`src/rtl/trig_capture_ctrl.sv`:
```
// Capture sequencer for the logic analyzer sample RAM: fills a circular buffer,
// qualifies the trigger once enough pre-trigger history exists, then freezes after the post-trigger window.
module trig_capture_ctrl #(
    parameter int DEPTH  = 384,
    parameter int ADDR_W = 9
) (
    input  logic              clk,
    input  logic              rst_n,
    input  logic              protTrig,
    input  logic              ch_trig,
    input  logic              capture_en,
    input  logic              wrt_smpl,
    input  logic [ADDR_W-1:0] trig_pos,
    input  logic              clr_done,
    output logic              we,
    output logic [ADDR_W-1:0] waddr,
    output logic              armed,
    output logic              triggered,
    output logic              capture_done,
    output logic [ADDR_W-1:0] trig_addr,
    output logic [ADDR_W-1:0] rd_start
);

    typedef enum logic [2:0] {
        S_IDLE,
        S_PRE,
        S_ARMED,
        S_POST,
        S_DONE
    } state_t;

    // One extra bit so the pre-fill target can reach DEPTH when the post window is zero.
    localparam int                CNT_W     = ADDR_W + 1;
    localparam logic [ADDR_W-1:0] LAST_ADDR = ADDR_W'(DEPTH - 1);
    localparam logic [CNT_W-1:0]  DEPTH_C   = CNT_W'(DEPTH);

    state_t            state_q, state_d;
    logic [ADDR_W-1:0] waddr_q, waddr_d;
    logic [ADDR_W-1:0] trig_addr_q, trig_addr_d;
    logic [ADDR_W-1:0] rd_start_q, rd_start_d;
    logic [ADDR_W-1:0] tp_eff_q, tp_eff_d;
    logic [ADDR_W-1:0] post_cnt_q, post_cnt_d;
    logic [CNT_W-1:0]  smpl_cnt_q, smpl_cnt_d;
    logic              pending_q, pending_d;

    logic              trig_in;
    logic              active;
    logic [ADDR_W-1:0] waddr_inc;
    logic [ADDR_W-1:0] post_cnt_inc;
    logic [CNT_W-1:0]  smpl_cnt_inc;
    logic [CNT_W-1:0]  arm_cnt;

    assign trig_in      = protTrig & ch_trig;
    assign active       = state_q inside {S_PRE, S_ARMED, S_POST};
    assign we           = wrt_smpl & capture_en & active;
    assign waddr_inc    = (waddr_q == LAST_ADDR) ? '0 : waddr_q + 1'b1;
    assign post_cnt_inc = post_cnt_q + 1'b1;
    assign smpl_cnt_inc = smpl_cnt_q + 1'b1;
    assign arm_cnt      = DEPTH_C - {1'b0, tp_eff_q};

    // NOTE: every variable gets its hold value before the case so no branch can infer a latch.
    always_comb begin
        state_d     = state_q;
        waddr_d     = waddr_q;
        trig_addr_d = trig_addr_q;
        rd_start_d  = rd_start_q;
        tp_eff_d    = tp_eff_q;
        post_cnt_d  = post_cnt_q;
        smpl_cnt_d  = smpl_cnt_q;
        pending_d   = pending_q;

        unique case (state_q)
            S_IDLE: begin
                if (capture_en) begin
                    state_d    = S_PRE;
                    waddr_d    = '0;
                    smpl_cnt_d = '0;
                    post_cnt_d = '0;
                    pending_d  = 1'b0;
                    tp_eff_d   = (trig_pos > LAST_ADDR) ? LAST_ADDR : trig_pos;
                end
            end
            S_PRE: begin
                if (!capture_en) begin
                    state_d = S_IDLE;
                end else if (wrt_smpl) begin
                    waddr_d    = waddr_inc;
                    smpl_cnt_d = smpl_cnt_inc;
                    if (smpl_cnt_inc == arm_cnt) state_d = S_ARMED;
                end
            end
            S_ARMED: begin
                if (!capture_en) begin
                    state_d = S_IDLE;
                end else if (wrt_smpl && (trig_in || pending_q)) begin
                    // This strobe's sample is the trigger sample.
                    waddr_d     = waddr_inc;
                    trig_addr_d = waddr_q;
                    post_cnt_d  = '0;
                    pending_d   = 1'b0;
                    if (tp_eff_q == '0) begin
                        state_d    = S_DONE;
                        rd_start_d = waddr_inc;
                    end else begin
                        state_d = S_POST;
                    end
                end else begin
                    if (wrt_smpl) waddr_d = waddr_inc;
                    if (trig_in) pending_d = 1'b1;
                end
            end
            S_POST: begin
                if (!capture_en) begin
                    state_d = S_IDLE;
                end else if (wrt_smpl) begin
                    waddr_d    = waddr_inc;
                    post_cnt_d = post_cnt_inc;
                    if (post_cnt_inc == tp_eff_q) begin
                        state_d    = S_DONE;
                        rd_start_d = waddr_inc;
                    end
                end
            end
            S_DONE: begin
                if (clr_done) state_d = S_IDLE;
            end
            default: state_d = S_IDLE;
        endcase
    end

    // NOTE: sequential state uses non-blocking assignments so all flops update from pre-edge values.
    always_ff @(posedge clk or negedge rst_n) begin
        if (!rst_n) begin
            state_q     <= S_IDLE;
            waddr_q     <= '0;
            trig_addr_q <= '0;
            rd_start_q  <= '0;
            tp_eff_q    <= '0;
            post_cnt_q  <= '0;
            smpl_cnt_q  <= '0;
            pending_q   <= 1'b0;
        end else begin
            state_q     <= state_d;
            waddr_q     <= waddr_d;
            trig_addr_q <= trig_addr_d;
            rd_start_q  <= rd_start_d;
            tp_eff_q    <= tp_eff_d;
            post_cnt_q  <= post_cnt_d;
            smpl_cnt_q  <= smpl_cnt_d;
            pending_q   <= pending_d;
        end
    end

    assign waddr        = waddr_q;
    assign trig_addr    = trig_addr_q;
    assign rd_start     = rd_start_q;
    assign armed        = (state_q == S_ARMED);
    assign triggered    = (state_q == S_POST) || (state_q == S_DONE);
    assign capture_done = (state_q == S_DONE);

endmodule

```
`config.mk`:
```
export PLATFORM = sky130hd
export DESIGN_NAME = trig_capture_ctrl
export DESIGN_NICKNAME = d
export VERILOG_FILES = /design/src/rtl/trig_capture_ctrl.sv
export SDC_FILE = /design/constraint.sdc
export NUM_CORES = 1
export LEC_CHECK = 0
export BUFFER_PORTS_ARGS = -buffer_cell sky130_fd_sc_hd__buf_4
export CAP_MARGIN = 20
export CORE_MARGIN = 4
export CORE_UTILIZATION = 52
export CTS_CLUSTER_SIZE = 20
export DETAILED_ROUTE_END_ITERATION = 16
export PLACE_DENSITY = 0.76
export SLEW_MARGIN = 20
export SYNTH_ARGS = -nofsm -noshare
export SYNTH_HDL_FRONTEND = slang
export SYNTH_SLANG_ARGS = --single-unit
```
`constraint.sdc`:
```
create_clock -name clk -period 2.36 [get_ports clk]
set_input_delay 0.236 -clock clk [delete_from_list [all_inputs] [get_ports clk]]
set_output_delay 0.236 -clock clk [all_outputs]
set_load 0.005 [all_outputs]
```
==> results.ini <==
[yosys]
yosysTopAreaCell=dfrtp_1
async_flop_share_pct=100
synth_top_cell_area_share_pct=42.1
postSynthAreaPerCell_um2=9.28
syn-num-nets=398
ys_types=49
yosys-top-cells-area=dfrtp_1, o21ai_0, xnor2_1
ys_ff_latch=59
synth_top_flop_cell=dfrtp_1
synth_edf_count=0
syn_area_mm2=0.00351
ys_seq_area_share_pct=42.1
ys_warn_count=0
synth_cells=378

[worst_setup_path]
critPathMaxFanout=6
path_cells=ha_4 -> buf_6 -> nand4_1 -> xnor2_1 -> nand2_1 -> mux2i_1 -> a21oi_1 -> or4_4 -> buf_6 -> mux2_4
crit_type=reg2reg
critical_path.top_delay_family=simple AND/OR/NAND/NOR gates
crit_arrival_ns=2.74
critPathMostFrequentCell=buf_6
crit_path_end_kind=register
required_ns=2.59
start_kind=register
slowest_delay_ns=0.45
path_buf_inv=2
critPathSlowestCell=or4_4

[clock_tree]
cts_num_sinks=59
htree_levels=3
insertion_delay_ns=0.35
cts_tree=yes
clockBufferDepth=2
path_clk_slew_ns=0.07
root_buffer=clkbuf_8
cts_buffers=9

[status]
failed_checks=setup timing
status=finished with violations

[floorplanning]
dieHeight_um=90.2
initial_core_util_pct=54.3
die_area_mm2=0.00813
io_pins=47
dieWidth_um=90.2
core_area_mm2=0.00646
core.rowCount=29

[route]
vias=3211
vias_per_cell=5.92
drt_pass1_iterations=5
drt-initial-drc-count=232
drc=0
totalWireLength_mm=9.27
wire_per_inst_um=17.1
final_antenna_net_count=0

[timing]
worst_slew_pin_slew_ns=0.753
fin_skew_ns=0.00944
fin_ws_ns=-0.156
drv_slew=0
relSlewSlack_pct=49.8
setup_viol=11
hold_violations=0
fmax_ghz=0.397
fin_crit_ns=2.52
fin_crit_sh_pct=107
whs_ns=0.117
tns_ns=-1.37
grt_setup_unrepaired=yes

[global_route]
grt_max_degree=60
grt_pass1_wl_mm=15.6
grt_usage_pct=23.7
antenna_found_initial=0
grt_pass1_vias=3175
grt-ovfl-total=0

[placement]
dp_hpwl_mm=6.42
port_buffers=46
dp_cells=516
gp_congestion=0.878

[power_and_ir_drop]
cellPowerDensity_mw_per_mm2=992
power_mw=4.51
ir_drop_mv=0.497
p_leak_nw=2.13

[layout]
nets=480
multi_input_area_mm2=0.00201
fin_cells=542
n_fill_cell=483
ff_latch_area_mm2=0.00149
final_common_cell=buf_4
diodes=0
final_cell_mix=buf_4, dfrtp_1, o21ai_0
syn_to_final_growth_pct=29.6
layout-drive-gt1-share_pct=32.7
postLayoutCoreUtil_pct=70.4

[worst_hold_path]
hold_path.class=in2reg

[run]
max_cap_violations=0

-- synthesized netlist by cell type, types with 6 or more instances --
cell      number
nand3_1       20
nor3_1         9
nand4_1        6
o21ai_0       44
inv_1         13
clkbuf_1      14
nand2_1       35
xor2_1        10
mux2_2        10
dfrtp_1       59
nor2_1        30
xnor2_1       22
a21oi_1       15
o31ai_1       10
and3_1         6
mux2_4         9
-- final timing paths --
| path | from | end | slack [ns] | depth (start not counted) |
|---|---|---|---|---|
| min | trig_pos[8] | tp_eff_q[8]$_DFFE_PN0P_ | 0.12 | 3 |
| max in group asynchronous | rst_n | smpl_cnt_q[5]$_DFFE_PN0P_ | 1.30 | 2 |
| min in group asynchronous | rst_n | post_cnt_q[3]$_DFFE_PN0P_ | 0.50 | 2 |
| min reg2reg | trig_addr[8]$_DFFE_PN0P_ | trig_addr[8]$_DFFE_PN0P_ | 0.51 | 1 |
| max | post_cnt_q[0]$_DFFE_PN0P_ | rd_start[8]$_DFFE_PN0P_ | -0.16 | 10 |
| max reg2reg | post_cnt_q[0]$_DFFE_PN0P_ | rd_start[8]$_DFFE_PN0P_ | -0.16 | 10 |
-- repair_timing --
action	4_1_cts	5_1_grt
buffers inserted	4	4
gates cloned	1	0
endpoints found under the hold margin	59	0
hold buffers	1	0
pin swaps	8	4
gates resized for setup	16	13
setup endpoints to repair	11	12
-- area by class of cell --
type,instances,share of cell area (%)
Clock inverter,6,1.98
Timing Repair Buffer,88,15.1
Multi-Input combinational cell,289,44.3
Inverter,13,1.07
Tap cell,77,2.12
Sequential cell,59,32.7
Clock buffer,10,2.81
-- report_power, final --
part	switching, mW	total [mW]	internal (mW)
clock	0.426	1.02	0.596
combinational	1.03	1.98	0.955
sequential	0.289	1.51	1.22
total	1.74	4.51	2.77
-- per-stage QoR --
step                area [µm²]  setup slack (ns)
CTS                       4460            -0.120
finish                    4550            -0.156
global placement          4140            -0.128
floorplan                 3530            0.0126
detailed placement        4140            -0.166
global route              4550            -0.308
-- flip-flops by register name, indices dropped and copies added, names as in the netlist --
register	cells
trig_addr	9
state_q	3
post_cnt_q	9
waddr	9
smpl_cnt_q	10
pending_q	1
rd_start	9
tp_eff_q	9
-- kinds of logic after synthesis --
family / after synthesis / synth area share (%)
compound gates: 92 / 15.9
xor+xnor: 34 / 9.27
fa+ha+maj: 4 / 1.43
buf+inv: 30 / 3.49
flops: 59 / 42.1
mux: 22 / 7.91
simple gates: 137 / 20.0
-- per-layer routing --
layer  share of wire [%]  up-vias  track usage, %
met4                 2.0        0            8.93
met3                 5.3       15            5.93
met2                  47       92            36.1
li1                    -     1527               -
met1                  45     1577            32.7
met5                   0        -               0
-- worst min-delay path: stages --
cell and delay (ns):
buf_4 0.09, nand2_1 0.06, nand2_1 0.05
Power figures use the tool's default switching activity.
